File: src/rtl/full_mas_serializer_pkg.sv
// Shared types and line-level constants for the 23-lane master serializer / deserializer pair.
// Optional parity frame bit is enabled by defining FULL_MAS_SERIALIZER_PARITY_EN.
package full_mas_ser_pkg;

  localparam int unsigned DEF_LANES     = 23;
  localparam int unsigned DEF_WIDTH     = 8;
  localparam int unsigned DEF_IDLE_BITS = 1;

  localparam logic START_BIT  = 1'b1;
  localparam logic IDLE_LEVEL = 1'b0;

  typedef enum logic [2:0] {
    IDLE   = 3'd0,
    START  = 3'd1,
    DATA   = 3'd2,
    PARITY = 3'd3,
    GAP    = 3'd4
  } state_t;

  // Per-lane output mux select, driven once by the shared FSM.
  typedef enum logic [1:0] {
    SEL_IDLE   = 2'd0,
    SEL_START  = 2'd1,
    SEL_DATA   = 2'd2,
    SEL_PARITY = 2'd3
  } line_sel_t;

endpackage

File: src/rtl/full_mas_serializer_if.sv
// Word handshake and serial line bundle for full_mas_serializer.
// Unaffected by FULL_MAS_SERIALIZER_PARITY_EN.
interface full_mas_serializer_if
  import full_mas_ser_pkg::*;
#(
  parameter int unsigned LANES = DEF_LANES,
  parameter int unsigned WIDTH = DEF_WIDTH
);
  logic                   valid_i;
  logic                   ready_o;
  logic [LANES*WIDTH-1:0] data_i;
  logic [LANES-1:0]       serial_o;
  logic                   busy_o;
  logic                   done_o;

  modport master (
    output valid_i, data_i,
    input  ready_o, serial_o, busy_o, done_o
  );

  modport slave (
    input  valid_i, data_i,
    output ready_o, serial_o, busy_o, done_o
  );
endinterface

File: src/rtl/full_mas_serializer_lane.sv
// serializer_8b: one lane's shift register and registered line driver.
// FULL_MAS_SERIALIZER_PARITY_EN adds a captured even-parity bit.
module serializer_8b
  import full_mas_ser_pkg::*;
#(
  parameter int unsigned WIDTH = DEF_WIDTH
) (
  input  logic             clk,
  input  logic             reset,
  input  logic             load,
  input  logic             shift,
  input  line_sel_t        sel,
  input  logic [WIDTH-1:0] data,
  output logic             serial
);

  logic [WIDTH-1:0] shreg;
`ifdef FULL_MAS_SERIALIZER_PARITY_EN
  logic par;

  always_ff @(posedge clk or negedge reset) begin
    if (!reset)    par <= 1'b0;
    else if (load) par <= ^data;
  end
`endif

  always_ff @(posedge clk or negedge reset) begin
    if (!reset) begin
      shreg  <= '0;
      serial <= IDLE_LEVEL;
    end else begin
      if (load)       shreg <= data;
      else if (shift) shreg <= {1'b0, shreg[WIDTH-1:1]};
      case (sel)
        SEL_START:  serial <= START_BIT;
        SEL_DATA:   serial <= shreg[0];
`ifdef FULL_MAS_SERIALIZER_PARITY_EN
        SEL_PARITY: serial <= par;
`endif
        default:    serial <= IDLE_LEVEL;
      endcase
    end
  end

endmodule

File: src/rtl/full_mas_serializer.sv
// Lockstep 23-lane serializer: one word per handshake, framed as start, data LSB first, low gap.
// Define FULL_MAS_SERIALIZER_PARITY_EN to insert an even-parity bit per lane after the data bits.
module full_mas_serializer
  import full_mas_ser_pkg::*;
#(
  parameter int unsigned LANES     = DEF_LANES,
  parameter int unsigned WIDTH     = DEF_WIDTH,
  parameter int unsigned IDLE_BITS = DEF_IDLE_BITS
) (
  input logic                  clk,
  input logic                  reset,
  full_mas_serializer_if.slave bus
);

  localparam int unsigned CNT_W = (WIDTH > 1) ? $clog2(WIDTH) : 1;
  localparam int unsigned GAP_W = $clog2(IDLE_BITS + 1);

  state_t     state;
  logic [CNT_W-1:0] bit_cnt;
  logic [GAP_W-1:0] gap_cnt;
  logic       xfer;
  logic       shift_en;
  line_sel_t  sel;

  assign bus.ready_o = (state == IDLE);
  assign bus.busy_o  = (state != IDLE);
  assign xfer        = bus.valid_i && (state == IDLE);
  assign shift_en    = (state == DATA);

  // Lines are registered in the lanes, so the select reflects the state one cycle ahead of the pin.
  always_comb begin
    sel = SEL_IDLE;
    case (state)
      START:   sel = SEL_START;
      DATA:    sel = SEL_DATA;
`ifdef FULL_MAS_SERIALIZER_PARITY_EN
      PARITY:  sel = SEL_PARITY;
`endif
      default: sel = SEL_IDLE;
    endcase
  end

  always_ff @(posedge clk or negedge reset) begin
    if (!reset) begin
      state      <= IDLE;
      bit_cnt    <= '0;
      gap_cnt    <= '0;
      bus.done_o <= 1'b0;
    end else begin
      bus.done_o <= 1'b0;
      case (state)
        IDLE: if (xfer) state <= START;
        START: begin
          state   <= DATA;
          bit_cnt <= '0;
        end
        DATA: begin
          if (bit_cnt == CNT_W'(WIDTH - 1)) begin
`ifdef FULL_MAS_SERIALIZER_PARITY_EN
            state   <= PARITY;
`else
            state   <= GAP;
            gap_cnt <= '0;
`endif
          end else begin
            bit_cnt <= bit_cnt + CNT_W'(1);
          end
        end
`ifdef FULL_MAS_SERIALIZER_PARITY_EN
        PARITY: begin
          state   <= GAP;
          gap_cnt <= '0;
        end
`endif
        GAP: begin
          if (gap_cnt == GAP_W'(IDLE_BITS - 1)) begin
            state      <= IDLE;
            bus.done_o <= 1'b1;
          end else begin
            gap_cnt <= gap_cnt + GAP_W'(1);
          end
        end
        default: state <= IDLE;
      endcase
    end
  end

  for (genvar i = 0; i < LANES; i++) begin : g_lane
    serializer_8b #(.WIDTH(WIDTH)) u_lane (
      .clk    (clk),
      .reset  (reset),
      .load   (xfer),
      .shift  (shift_en),
      .sel    (sel),
      .data   (bus.data_i[WIDTH*i +: WIDTH]),
      .serial (bus.serial_o[i])
    );
  end

endmodule

File: src/flat_wrapper.sv
// flat-port wrapper written by rule: the top's interface ports become plain ports
module full_mas_serializer_flat import full_mas_ser_pkg::*;
#(
  parameter int unsigned LANES     = DEF_LANES,
  parameter int unsigned WIDTH     = DEF_WIDTH,
  parameter int unsigned IDLE_BITS = DEF_IDLE_BITS
)
  (clk, reset, bus_valid_i, bus_data_i, bus_ready_o, bus_serial_o, bus_busy_o, bus_done_o);
  full_mas_serializer_if #(.LANES(LANES), .WIDTH(WIDTH)) bus_i ();
  input logic clk;
  input logic reset;
  input wire logic [$bits(bus_i.valid_i)-1:0] bus_valid_i;
  input wire logic [$bits(bus_i.data_i)-1:0] bus_data_i;
  output wire logic [$bits(bus_i.ready_o)-1:0] bus_ready_o;
  output wire logic [$bits(bus_i.serial_o)-1:0] bus_serial_o;
  output wire logic [$bits(bus_i.busy_o)-1:0] bus_busy_o;
  output wire logic [$bits(bus_i.done_o)-1:0] bus_done_o;
  assign bus_i.valid_i = bus_valid_i;
  assign bus_i.data_i = bus_data_i;
  assign bus_ready_o = bus_i.ready_o;
  assign bus_serial_o = bus_i.serial_o;
  assign bus_busy_o = bus_i.busy_o;
  assign bus_done_o = bus_i.done_o;
  full_mas_serializer #(.LANES(LANES), .WIDTH(WIDTH), .IDLE_BITS(IDLE_BITS)) u_core (.clk(clk), .reset(reset), .bus(bus_i));
endmodule
File: config.mk
export PLATFORM = sky130hd
export DESIGN_NAME = full_mas_serializer_flat
export DESIGN_NICKNAME = d
export VERILOG_FILES = /design/src/rtl/full_mas_serializer_pkg.sv /design/src/rtl/full_mas_serializer_if.sv /design/src/rtl/full_mas_serializer_lane.sv /design/src/rtl/full_mas_serializer.sv /design/src/flat_wrapper.sv
export SDC_FILE = /design/constraint.sdc
export NUM_CORES = 1
export LEC_CHECK = 0
export ABC_AREA = 1
export ABC_CLOCK_PERIOD_IN_PS = 2100
export BUFFER_PORTS_ARGS = -buffer_cell sky130_fd_sc_hd__buf_4
export CORE_MARGIN = 5
export CORE_UTILIZATION = 56
export CTS_CLUSTER_DIAMETER = 150
export DETAILED_ROUTE_END_ITERATION = 12
export HOLD_SLACK_MARGIN = 0.02
export PLACE_DENSITY_LB_ADDON = 0.15
export SYNTH_ARGS = -nofsm -noshare
export SYNTH_HDL_FRONTEND = slang
export SYNTH_SLANG_ARGS = --single-unit
File: constraint.sdc
create_clock -name clk -period 2.1 [get_ports clk]
set_input_delay 0.42 -clock clk [delete_from_list [all_inputs] [get_ports clk]]
set_output_delay 0.42 -clock clk [all_outputs]
set_load 0.03 [all_outputs]
Yosys cells after proc, flatten, opt, wreduce, memory -nomap -nowiden
Cells that the tools add are included.

Add/subtract/negate cells: 2. $mul: 0. Divide/modulo/power cells: 0. Magnitude comparators: 0. Eq/ne operators: 10. Shift-type cells: 0. Mux-type cells: 81. Bitwise logic cells: 0. Reduce and logical (&&, ||, !) cells: 9.

Operators with widths (number): 8-bit two-way mux (46); 1-bit one-hot mux with 2 select lines (24); 3-bit two-way mux (4); 3-bit one-hot mux with 4 select lines (1); 3-bit equality test, second input constant (2); 3-bit one-hot mux with 2 select lines (1); 2-bit nonzero test (3); 1-bit two-way mux (4); 2-bit by 1-bit != test with 1-bit output, second input constant (2); 2-bit != test, second input constant (2); 2-bit one-hot mux with 2 select lines (1); 2-bit AND reduction (2); 3-bit by 1-bit adder with 3-bit output, second input constant (1); 3-bit by 1-bit equality test with 1-bit output, second input constant (1); 3-bit by 2-bit equality test with 1-bit output, second input constant (1); 3-bit logical NOT (1); 3-bit AND reduction (1); 3-bit nonzero test (1); 2-bit by 1-bit equality test with 1-bit output, second input constant (1); 2-bit equality test, second input constant (1); 1-bit adder, second input constant (1); 1-bit logical AND (1).

Register bits after elaboration: 215. Latch bits: 0. RAM bits: 0. Bits in read-only memories: 0. Bits of input ports: 187. Output and inout port bits: 26. Logic and storage cells: 152. Memories kept: 0.

Longest topological paths before layout
Gate-level depths: netlist (run 1).

Depth after elaboration: 4. Depth in mapped cells: 9.

Cells and area by module
Synthesis (run 1) repeated with hierarchy kept, for this count alone.

Cells, all modules: 1258. Area total of the unflattened synthesis: 10737.8 um2.

By module, submodules not included: serializer_8b (times used 23, cells an instance 53, area each 451.7 um2); full_mas_serializer (times used 1, cells an instance 39, area each 349.1 um2).

Least setup slack after synthesis (run 1)
No wires, ideal clock.

Path type: register -> output. Start: reg u_core.state[2]. End: out bus_ready_o. Data arrival time: 1.347 ns. Required time: 1.680 ns. Path slack: 0.333 ns. Cell stages (with the launch flop): 6. Path through: dfrtp_1 -> nor2_4 -> buf_4 -> buf_4 -> nand2_1 -> inv_1.

Longest elaborated chain between the ends: 1.

Ends and longest elaborated chain: start, declared (line full_mas_serializer.sv:18) `state_t state;`; start signal, assigned (line full_mas_serializer.sv:45) `state <= IDLE;`; start signal, assigned (line full_mas_serializer.sv:52) `IDLE: if (xfer) state <= START;`; start signal, assigned (line full_mas_serializer.sv:54) `state <= DATA;`; 3-bit logical NOT (line full_mas_serializer.sv:25) `assign bus.ready_o = (state == IDLE);`; end, declared (line flat_wrapper.sv:14) `output wire logic [$bits(bus_i.ready_o)-1:0] bus_ready_o;`.

Every way passes these cells.

Final worst setup path (run 1)
Start: reg u_core.state[1]. End: reg u_core.g_lane[12].u_lane.serial.

Longest elaborated chain between the ends: 4.

Ends and longest elaborated chain: 3-bit by 2-bit equality test with 1-bit output or 3-bit by 1-bit equality test with 1-bit output (tied branches) (line full_mas_serializer.sv:33) `case (state)`; 2-bit one-hot mux with 2 select lines * (line full_mas_serializer.sv:33); 2-bit equality test or 2-bit by 1-bit equality test with 1-bit output (tied branches) (line full_mas_serializer_lane.sv:34) `case (sel)`; 1-bit one-hot mux with 2 select lines * (line full_mas_serializer_lane.sv:34); end signal, assigned (line full_mas_serializer_lane.sv:36) `SEL_DATA: serial <= shreg[0];`; end, declared (line full_mas_serializer_lane.sv:14) `output logic serial`.

Mark *: on every way between the ends. The rest lies on a longest branch, timed or not. A chain may end at the register's enable or synchronous reset.

==> impl_results.md, run 1 <==
* Reg clk slew, reported paths at ~0.06 ns
* Number of I/O port buffers at 212
* Area delta synth->final at 20.28%
* Number of nets in the finished design at roughly 1900
* Synth Net Count at approximately 1800
* Latest clock arrival within the worst-skew pair at between 0.5 and 0.6 ns
* Number of synthesis warnings at 0
* Number of cell instances on the worst register-to-register path at 6
* Final wirelength at slightly above 30000 um
* Setup-violating endpoint count in the final report at 0
* Launch point of the critical path: u_core.state[1]
* Inserted Diodes at 0
* Hold path startpoint: bus_data_i[79]
* Maximum number of buffers from clock root to sink at 3
* First-pass GRT wire length at between 50000 and 60000 um
* Maximum capacitance violations at 0
* Starting density of the core at between 50% and 60%
* Inst Count DP at 1936
* Number of nets with antenna violations after detailed routing at 0
* Outcome: completed
* Total clock buffers created by CTS at 24
* Setup slack of the most critical reg-to-reg path at between 0.15 and 0.2 ns
* Cell class contributing the biggest share of worst-path delay: buffers and inverters
* Setup repair after global routing missed its margin: no
* Logic depth of the worst setup path including buffers at 6
* Path category of the worst min-delay check: in -> reg
* Final cycle utilization of the critical path at 91.94%
* Final sum of negative setup slack at 0 ns
* Total Power at between 20 and 25 mW
* Hold Worst Slack at 0.1019 ns
* Type of origin of the critical path: flip-flop
* Count of boundary I/O pins at ~210
* Clock sink total at roughly 210
* Endpoint of the most critical register-to-register path: u_core.g_lane[12].u_lane.serial
* Maximum clock frequency at roughly 520 MHz
* Capture point of the worst path: u_core.g_lane[12].u_lane.serial
* Residual overflow from global routing at 0
* H-tree lvl count at 1
* Count of vias placed by the detailed router at roughly 11000
* Commonest non-fill, non-tap cells in the layout: 696 x sky130_fd_sc_hd__nand2_1, 236 x sky130_fd_sc_hd__buf_4, 213 x sky130_fd_sc_hd__dfrtp_1, 166 x sky130_fd_sc_hd__nand3_1, 161 x sky130_fd_sc_hd__nand4_1
* Vertical die dimension at approximately 150 um
* Capturing element type of the critical path: flip-flop
* Final-report max-slew violation count at 0
* Layout cells sized above 1 at about 17%
* Overall die width at roughly 150 um
* Post-Synthesis Mean Instance Area at a little over 7 um^2
* Worst path cell trace: inv_6, nand3_1, inv_1, ha_1, inv_1, a21oi_1
* Synth Instances at approximately 1600
* Number of antenna violations at the first check in global routing at 0
* Number of DRC violations after detailed-routing iteration 0 at 902
* Worst endpoint data arrival time at ~2.3 ns
* Number of iterations in the first detailed-routing pass at 5
* Final Instance Count excl. Fillers at approximately 2000
* Mean routed wirelength per cell at around 15 um
* Crit path largest cell delay at 0.55 ns
* Crit path kind: reg -> reg
* Area of the mapped netlist at around 0.011 mm^2
* Peak ir drop on the vdd network at about 1000 uV
* Post-detailed-placement half-perimeter wirelength at ~18000 um
* Area enclosed by the die boundary at 0.02339 mm^2
* Most used cell, CP: sky130_fd_sc_hd__inv_1
* Maximum number of pins on one net before global-route repair at between 100 and 150
* Worst endpoint required time at 2.45 ns
* Normalized max-slew margin at between 40% and 50%
* Tmin final at around 1.9 ns
* Worst-case clock skew at roughly 0.010 ns
* Buf/Inv on CP at 3
* Clock tree from TritonCTS: yes
* Via count of the first global-routing pass at ~10000
* Transition time at the pin with the least slew margin at just under 0.9 ns
* Final-report hold violation count at 0
* Static leakage at slightly below 8 nW
* Most common cell after layout, fill and taps aside: sky130_fd_sc_hd__nand2_1
* Clock tree root buffer cell: sky130_fd_sc_hd__clkbuf_16
* RD Place Congestion at 0.7941
* Library cell contributing the largest single delay on the critical path: sky130_fd_sc_hd__inv_1
* PwrDens at between 1000 and 1500 mW/mm^2
* Standard cell core area at just over 0.02 mm^2
* Total routing usage reported by global routing at 25.45%
* Portion of the post-synthesis area used by sequential elements at between 40 and 50%
* Synthesis-stage register bit count at ~210
* Crit-path max FO at 23
* Synth unique cells at 21
* Via-per-instance ratio at ~5.4
* Source of the worst register-to-register timing path: u_core.state[1]
* Num rows at 52
* Residual DRC at 0
## how the worst min path moves through the flow
| stage | to | slack [ns] | depth (start not counted) |
|---|---|---|---|
| 4_1_cts | u_core.g_lane[7].u_lane.shreg[7] | 0.09 | 3 |
| 6_report | u_core.g_lane[9].u_lane.shreg[7] | 0.10 | 3 |
| 3_5_place_dp | u_core.g_lane[12].u_lane.shreg[4] | 0.40 | 1 |
| 2_1_floorplan | u_core.bit_cnt[0] | 0.12 | 0 |
| 3_3_place_gp | u_core.g_lane[12].u_lane.shreg[7] | 0.40 | 1 |
| 5_1_grt | u_core.g_lane[15].u_lane.shreg[7] | 0.09 | 3 |
## logic make-up after synthesis
family          Yosys count  share of synthesized area [%]
simple gates           1032                          39.35
buf+inv                 301                          12.13
flops                   214                          46.81
compound gates           26                          1.170
fa+ha+maj                 5                         0.5468
## where the power goes
group          internal, mW  switching [mW]  leakage [nW]
Sequential             6.18            1.12          2.61
Clock                  2.20            1.62         0.348
Combinational          3.03            5.88          4.82
## stage by stage
| step | setup slack (ns) | utilization, % | area (um^2) |
|---|---|---|---|
| after detailed placement | 0.1278 | 63.98 | 12900 |
| after global placement | 0.2731 | 63.98 | 12900 |
| final | 0.1692 | 68.23 | 13760 |
| after floorplan | 0.3327 | - | 11440 |
| after CTS | 0.02277 | 68.05 | 13730 |
| after global routing | 0.05499 | 68.23 | 13760 |
## tightest hold or removal path, stage by stage
cell and delay (ns):
sky130_fd_sc_hd__buf_4 0.08, sky130_fd_sc_hd__nand2_1 0.04, sky130_fd_sc_hd__nand2_1 0.04
## routing by layer
| layer | global-route usage [%] | routed length (um) | part of all wire, % |
|---|---|---|---|
| met1 | 37.69 | 13240 | 43 |
| met2 | 39.92 | 14580 | 47 |
| met5 | 0 | 0 | 0 |
| met3 | 4.495 | 2404 | 7.8 |
| met4 | 4.964 | 503 | 1.6 |
## state kept, by name (all words and copies together) (netlist names)
name	count
u_core.bus.done_o	1
u_core.g_lane.u_lane.shreg	184
u_core.state	3
u_core.g_lane.u_lane.serial	23
u_core.bit_cnt	3
## what timing repair did
item	in CTS	in global routing
gates resized for setup	0	2
gates cloned	3	0
endpoints found under the hold margin	52	0
setup endpoints to repair	2	16
hold buffers	1	0
pin swaps	1	0
buffers inserted	2	4
## Yosys cell counts (all sizes together)
| cell | number | area, um^2 |
|---|---|---|
| a21oi | 23 | 115.1 |
| buf | 139 | 779.5 |
| clkbuf | 14 | 52.55 |
| dfrtp | 214 | 5355 |
| ha | 5 | 62.56 |
| inv | 148 | 555.5 |
| nand2 | 697 | 2616 |
| nand3 | 167 | 840.8 |
| nand4 | 161 | 1007 |
| nor2 | 5 | 26.27 |
| nor3 | 1 | 5.000 |
| o21ai | 3 | 18.76 |
| or2 | 1 | 6.260 |
## area by class of cell
cell class                      count  area (um^2)
Fill cell                        1796         6409
Sequential cell                   214         5359
Multi-Input combinational cell   1063         4718
Timing Repair Buffer              251         2086
Clock buffer                       34        669.4
Inverter                          148        560.5
Tap cell                          270        337.8
Clock inverter                      6        30.03
Note: power is estimated with default switching activity, not from simulation.
==> run 2, diff against run 1 <==
==> constraint.sdc (replaced) <==
create_clock -name clk -period 2.1 [get_ports clk]
set_input_delay 0 -clock clk [delete_from_list [all_inputs] [get_ports clk]]
set_output_delay 0 -clock clk [all_outputs]
set_load 0.03 [all_outputs]
==> run 2 against run 1 <==
Net effect:
- clock skew is 0.0042 ns higher
- hold slack better by 0.0064 ns
- flip-flop and latch count stayed put
- critical path type unchanged
- largest power group unchanged
==> impl_results.md, run 2 (synthesized netlist as in run 1, its figures left out) <==
* Outcome: completed
* Maximum clock frequency at between 400 and 500 MHz
* Clock tree from TritonCTS: yes
* Largest registers: u_core.g_lane.u_lane.shreg x184, u_core.g_lane.u_lane.serial x23
* Total routing usage reported by global routing at between 20% and 30%
* Maximum number of buffers from clock root to sink at 3
* Residual DRC at 0
* Transition time at the pin with the least slew margin at approximately 0.95 ns
* Latest clock arrival within the worst-skew pair at approximately 0.50 ns
* Area delta synth->final at 37.61%
* Commonest non-fill, non-tap cells in the layout: 697 x sky130_fd_sc_hd__nand2_1, 221 x sky130_fd_sc_hd__buf_4, 213 x sky130_fd_sc_hd__dfrtp_1, 199 x sky130_fd_sc_hd__dlygate4sd3_1, 166 x sky130_fd_sc_hd__nand3_1
* Number of nets in the finished design at between 2000 and 2500
* Final-report hold violation count at 0
* Area enclosed by the die boundary at about 0.023 mm^2
* Maximum capacitance violations at 0
* Number of cell instances on the worst register-to-register path at 6
* Peak ir drop on the vdd network at approximately 1000 uV
* Normalized max-slew margin at 36.97%
* Worst endpoint data arrival time at 2.40 ns
* Capturing element type of the critical path: flip-flop
* Vertical die dimension at approximately 150 um
* Final sum of negative setup slack at 0 ns
* Type of origin of the critical path: flip-flop
* Standard cell core area at 0.02017 mm^2
* RD Place Congestion at a little over 0.8
* Maximum number of pins on one net before global-route repair at ~150
* Number of buffers inserted by post-CTS setup repair at 0
* Capture point of the worst path: u_core.g_lane[2].u_lane.shreg[6]
* Static leakage at 8.541 nW
* Source of the worst register-to-register timing path: u_core.state[1]
* Crit path kind: reg -> reg
* Placed standard-cell area at about 0.013 mm^2
* Storage cell area at roughly 0.0054 mm^2
* Starting density of the core at 56.72%
* Reg clk slew, reported paths at 0.07 ns
* Number of DRC violations after detailed-routing iteration 0 at between 1000 and 1500
* Number of I/O port buffers at 212
* Final standard cell area without fillers at 0.01574 mm^2
* Most common cell after layout, fill and taps aside: sky130_fd_sc_hd__nand2_1
* Overall die width at about 150 um
* Crit-path max FO at between 70 and 80
* Footprint of the multi-input gates at 0.004716 mm^2
* Number of iterations in the first detailed-routing pass at 6
* Num rows at 52
* Via-per-instance ratio at between 5 and 6
* Crit path largest cell delay at about 0.61 ns
* Post-detailed-placement half-perimeter wirelength at about 18000 um
* Residual overflow from global routing at 0
* Endpoint of the most critical register-to-register path: u_core.g_lane[2].u_lane.shreg[6]
* Count of vias placed by the detailed router at about 12000
* Via count of the first global-routing pass at 11620
* First-pass GRT wire length at a little under 60000 um
* Total clock buffers created by CTS at 23
* Launch point of the critical path: u_core.state[1]
* Most used cell, CP: sky130_fd_sc_hd__nand2_1
* H-tree lvl count at 1
* PwrDens at around 1300 mW/mm^2
* Library cell contributing the largest single delay on the critical path: sky130_fd_sc_hd__dlygate4sd3_1
* Clock tree root buffer cell: sky130_fd_sc_hd__clkbuf_16
* Setup slack of the most critical reg-to-reg path at 0.08 ns
* # fillers at 1409
* Final cycle utilization of the critical path at between 90% and 100%
* Biggest register: u_core.g_lane.u_lane.shreg
* Clock sink total at between 200 and 250
* Tmin final at about 2.0 ns
* Final-report max-slew violation count at 0
* Number of nets with antenna violations after detailed routing at 0
* Number of flip-flops under the largest register name at about 180
* Worst endpoint required time at roughly 2.5 ns
* Setup repair after global routing missed its margin: yes
* Final wirelength at between 30000 and 40000 um
* Count of boundary I/O pins at approximately 210
* Setup-violating endpoint count in the final report at 0
* Path category of the worst min-delay check: in -> async
* Number of antenna violations at the first check in global routing at 1
* Layout cells sized above 1 at 14.88%
* Worst path cell trace: inv_6, buf_12, nand4_1, dlygate4sd3_1, nand2_1, nand2_1
* Worst-case clock skew at roughly 0.014 ns
* Mean routed wirelength per cell at between 15 and 20 um
-- run 2: cell types whose count changed in the layout (fill, tap and decap cells not counted), sizes merged, moves of 2 or more --
cell and change:
dlygate4sd3 +198, bufinv +3, buf -12, bufbuf -3, clkinvlp +2
-- run 2: worst min-delay path by stage --
stage / end / slack, ns / cells past startpoint
finish: u_core.g_lane[13].u_lane.shreg[5] / 0.11 / 3
detailed placement: u_core.g_lane[12].u_lane.shreg[7] / -0.06 / 1
floorplan: u_core.bit_cnt[0] / -0.30 / 0
global placement: u_core.g_lane[12].u_lane.shreg[7] / -0.06 / 1
global route: u_core.g_lane[13].u_lane.shreg[6] / 0.14 / 3
CTS: u_core.g_lane[13].u_lane.shreg[6] / 0.10 / 3
-- run 2: metal layers --
metal | wire, um | part of all wire (%) | vias up | global-route usage [%]
met1 | 14310 | 40 | 5611 | 39.50
met4 | 1183 | 3.3 | 0 | 9.376
met2 | 17490 | 49 | 627 | 48.79
met3 | 2643 | 7.4 | 99 | 4.411
met5 | 0 | 0 | - | 0
li1 | - | - | 5614 | -
-- run 2: layout make-up --
type | instances | share of cell area, %
Sequential cell | 214 | 34.04
Multi-Input combinational cell | 1063 | 29.95
Timing Repair Buffer | 436 | 25.30
Clock buffer | 32 | 4.188
Inverter | 148 | 3.584
Tap cell | 270 | 2.146
Clock inverter | 9 | 0.7788
Antenna cell | 1 | 0.01589
-- run 2: worst max-delay path, delay by kind of cell (launching register included) --
| family | cells | cell delay, ns |
|---|---|---|
| buf+inv | 3 | 1.01 |
| flops | 1 | 0.56 |
| simple gates | 3 | 0.28 |
-- run 2: repair_timing --
action,in CTS,in global routing
cloned,0,2
hold buffers,200,0
resized for setup,2,7
hold endpoints to repair,399,0
endpoints found under the setup margin,2,35
-- run 2: stage by stage --
step | setup WS (ns) | utilization, % | power [mW] | std cells | hold slack, ns
2_1_floorplan | 0.3374 | - | 13.82 | 1578 | -0.2956
3_3_place_gp | 0.2445 | 63.72 | 15.56 | 1929 | -0.06440
3_5_place_dp | 0.1256 | 63.72 | 15.79 | 1929 | -0.06165
4_1_cts | 0.03848 | 77.64 | 20.44 | 2170 | 0.1047
5_1_grt | -0.02739 | 78.06 | 22.35 | 2173 | 0.1376
6_report | 0.07988 | 78.06 | 20.81 | 2173 | 0.1082
-- run 2: report_power, final --
part,total (mW),internal [mW],switching (mW)
clock,4.21,2.56,1.65
combinational,9.24,3.20,6.04
sequential,7.35,6.18,1.17
==> run 3, diff against run 2 <==
--- a/config.mk
+++ b/config.mk
@@ -5,11 +5,11 @@
 export SDC_FILE = /design/constraint.sdc
 export NUM_CORES = 1
 export LEC_CHECK = 0
-export ABC_AREA = 1
 export ABC_CLOCK_PERIOD_IN_PS = 2100
 export BUFFER_PORTS_ARGS = -buffer_cell sky130_fd_sc_hd__buf_4
+export CORE_ASPECT_RATIO = 1.2
 export CORE_MARGIN = 5
-export CORE_UTILIZATION = 56
+export CORE_UTILIZATION = 54
 export CTS_CLUSTER_DIAMETER = 150
 export DETAILED_ROUTE_END_ITERATION = 12
 export HOLD_SLACK_MARGIN = 0.02
==> run 3 against run 2 <==
Net effect:
- die area fell by 13%
- hold slack got worse by 0.074 ns
- critical path type unchanged
- total power fell by 9.9%
- core utilization rose by 0.10 points
- clock skew fell by 0.0058 ns
- first-iteration DRC count fell by 56%
- sequential power fell by 0.7%
- combinational power fell by 18%
- largest power group unchanged
- critical endpoint is now u_core.g_lane[5].u_lane.shreg[5]
- final area fell by 14%
- sequential share of layout area rose by 5.4 points
- clock power fell by 7.1%
==> impl_results.md, run 3 <==
* Count of vias placed by the detailed router at just under 9000
* Maximum capacitance violations at 0
* Clock tree from TritonCTS: yes
* Commonest non-fill, non-tap cells in the layout: 345 x sky130_fd_sc_hd__a21oi_1, 218 x sky130_fd_sc_hd__buf_4, 214 x sky130_fd_sc_hd__dfrtp_1, 185 x sky130_fd_sc_hd__dlygate4sd3_1, 163 x sky130_fd_sc_hd__nor2_1
* Count of boundary I/O pins at approximately 210
* Post-detailed-placement half-perimeter wirelength at around 15000 um
* Biggest area contributors in the synthesized netlist: sky130_fd_sc_hd__dfrtp_1 57%, sky130_fd_sc_hd__a21oi_1 18%, sky130_fd_sc_hd__nor2_1 6.5%
* # fillers at approximately 1100
* Normalized max-slew margin at between 40 and 50%
* Synth Flop Type: sky130_fd_sc_hd__dfrtp_1
* Area delta synth->final at 43.86%
* Grt met1 use at 35.05%
* Library cell contributing the largest single delay on the critical path: sky130_fd_sc_hd__or4b_4
* Peak ir drop on the vdd network at about 740 uV
* Combinational family with the most area after synthesis: compound AO/OA/AOI/OAI gates
* Mean routed wirelength per cell at between 15 and 20 um
* Reg clk slew, reported paths at 0.06 ns
* Post-Synthesis Mean Instance Area at 8.955 um^2
* Cell class contributing the biggest share of worst-path delay: simple AND/OR/NAND/NOR gates
* Inst Count DP at roughly 1400
* Crit path kind: reg -> reg
* Most common cell after layout, fill and taps aside: sky130_fd_sc_hd__a21oi_1
* Number of synthesis warnings at 0
* PwrDens at approximately 1400 mW/mm^2
* Post-synth ARST share at 100.0%
* H-tree lvl count at 1
* Worst endpoint data arrival time at 2.33 ns
* Area enclosed by the die boundary at slightly above 0.02 mm^2
* Maximum number of pins on one net before global-route repair at 162
* Clk network pwr share at between 20% and 30%
* Synth unique cells at 21
* Via-per-instance ratio at 5.499
* Final Instance Count excl. Fillers at 1626
* Final sum of negative setup slack at 0 ns
* Num rows at 53
* Transition time at the pin with the least slew margin at 0.8850 ns
* Synth Net Count at roughly 1200
* Layout cells sized above 1 at 19.24%
* Latest clock arrival within the worst-skew pair at 0.49 ns
* XOR/XNOR Fraction of Synth Area at 0%
* Via count of the first global-routing pass at 9088
* Crit-path max FO at 44
* Switching portion of total power at a little under two fifths
* Post-synth EDFFs at 0
* Number of iterations in the first detailed-routing pass at 5
* Area of the mapped netlist at roughly 0.0094 mm^2
* Synth Area in Adders at less than 1%
* Setup repair after global routing missed its margin: no
* Outcome: completed
* Standard cell core area at between 0.015 and 0.02 mm^2
* Internal power contribution at about 12 mW
* Final cycle utilization of the critical path at between 90 and 100%
* Total clock buffers created by CTS at 21
* Biggest register: u_core.g_lane.u_lane.shreg
* Worst endpoint required time at 2.50 ns
* Final-report hold violation count at 0
* Basic-gate share of the synthesized area counting and, or, nand and nor cells at 15.01%
* Global Route met3 Usage at under 10%
* Residual DRC at 0
* Synth Instances at 1054
* Number of antenna violations at the first check in global routing at 3
* Number of I/O port buffers at 212
* Tmin final at about 1.9 ns
* Largest registers: u_core.g_lane.u_lane.shreg x184, u_core.g_lane.u_lane.serial x23
* Maximum number of buffers from clock root to sink at 3
* Starting density of the core at 54.33%
* RD Place Congestion at a little over 0.8
* Overall die width at 130.7 um
* Most frequent cell after synthesis: sky130_fd_sc_hd__a21oi_1
* Residual overflow from global routing at 0
* Worst-case clock skew at 0.008669 ns
* Maximum clock frequency at 517.8 MHz
* Number of nets with antenna violations after detailed routing at 0
* Path category of the worst min-delay check: in -> async
* Sequential share of power at between 30% and 40%
* Total routing usage reported by global routing at between 20% and 30%
* Busiest grt layer: met2
* Synthesis-stage register bit count at 214
* Worst path cell trace: or4b_4, inv_6, buf_12, a21oi_1, a21oi_1
* Portion of the post-synthesis area used by sequential elements at between 50 and 60%
* Compound-cell area share of the yosys netlist at between 20% and 30%
* Type of origin of the critical path: flip-flop
* Setup-violating endpoint count in the final report at 0
* Power dissipated by switching net loads at approximately 7 mW
* Number of DRC violations after detailed-routing iteration 0 at 533
* Vertical die dimension at around 150 um
* Mux contribution to synthesized area at less than 1%
* Combinational share of power at 40.2%
* Capturing element type of the critical path: flip-flop
* Largest area contributor in the synthesized netlist: sky130_fd_sc_hd__dfrtp_1
* Number of flip-flops under the largest register name at 184
* Fraction of synthesized cell area taken by the top area cell type at a little under three fifths
* Final wirelength at roughly 28000 um
* Clock tree root buffer cell: sky130_fd_sc_hd__clkbuf_16
* First-pass GRT wire length at around 44000 um
* Clock sink total at ~210
* Number of nets in the finished design at approximately 1600
* Static leakage at ~6.5 nW
* Most used cell, CP: sky130_fd_sc_hd__a21oi_1
* Final-report max-slew violation count at 0
* Met2 demand-to-capacity share in global routing at 44.44%
* Buf/Inv on CP at 2
* Crit path largest cell delay at roughly 0.6 ns
* Synth cell count leaders: 345 x sky130_fd_sc_hd__a21oi_1, 214 x sky130_fd_sc_hd__dfrtp_1, 164 x sky130_fd_sc_hd__nor2_1
run 3: changes by cell type in the layout (fill, tap and decap cells not counted), sizes merged, moves of 25 or more:
cell   previous run  this run
nand3           167         0
nor2              5       164
a22o              0        25
a21oi            23       345
inv             147         4
nand2           697       162
nand4           161         0
run 3: worst paths after layout:
check,from,to,slack (ns),cells past startpoint
max,u_core.state[2],u_core.g_lane[5].u_lane.shreg[5],0.17,5
min,reset,u_core.g_lane[13].u_lane.shreg[5],0.03,2
max reg2reg,u_core.state[2],u_core.g_lane[5].u_lane.shreg[5],0.17,5
min reg2reg,u_core.g_lane[0].u_lane.shreg[7],u_core.g_lane[0].u_lane.shreg[7],0.50,1
max in group asynchronous,reset,u_core.g_lane[5].u_lane.shreg[4],1.35,3
min in group clk,bus_valid_i,u_core.g_lane[17].u_lane.shreg[0],0.23,5
run 3: cell type report:
type	count	area (um^2)	share of cell area, %
inverter	4	22.52	0.1659
tap	220	275.3	2.027
clock inverter	7	110.1	0.8108
timing repair buffer	416	3744	27.57
antenna	3	7.507	0.05528
sequential	214	5355	39.44
clock buffer	30	609.3	4.487
multi-input combinational	732	3456	25.45
run 3: logic make-up (layout without fill, tap and decap cells):
group,count (synthesis),in the layout
compound gates,371,371
buf+inv,108,457
fa+ha+maj,5,5
flops,214,214
other cells,0,3
mux,1,1
simple gates,355,355
run 3: per-layer routing:
layer / part of all wire (%) / wire [um]
met5: 0 / 0
met3: 7.6 / 2101
met4: 3.4 / 927
met1: 39 / 10710
met2: 50 / 13860
run 3: what timing repair did:
| action | CTS | global route |
|---|---|---|
| buffers inserted | 0 | 0 |
| endpoints found under the hold margin | 398 | 0 |
| gates resized for setup | 0 | 0 |
| hold buffers | 185 | 0 |
run 3: per-stage QoR:
step	instance area [um^2]	worst slack [ns]	total power, mW	utilization [%]	hold WS, ns
4_1_cts	13570	0.1901	18.67	78.11	0.04474
6_report	13580	0.1687	18.75	78.16	0.03465
5_1_grt	13580	0.06078	20.07	78.16	0.07519
3_3_place_gp	11000	0.2398	14.18	63.32	-0.03196
3_5_place_dp	11000	0.1952	14.42	63.32	-0.03315
2_1_floorplan	9439	0.08620	12.57	-	-0.2956
run 3: power by group through the flow:
stage	combinational (mW)	clock, mW	sequential [mW]
2_1_floorplan	5.61	0	6.96
3_3_place_gp	6.95	0	7.23
3_5_place_dp	7.14	0	7.28
4_1_cts	7.46	3.97	7.24
5_1_grt	8.44	4.13	7.49
6_report	7.54	3.91	7.30
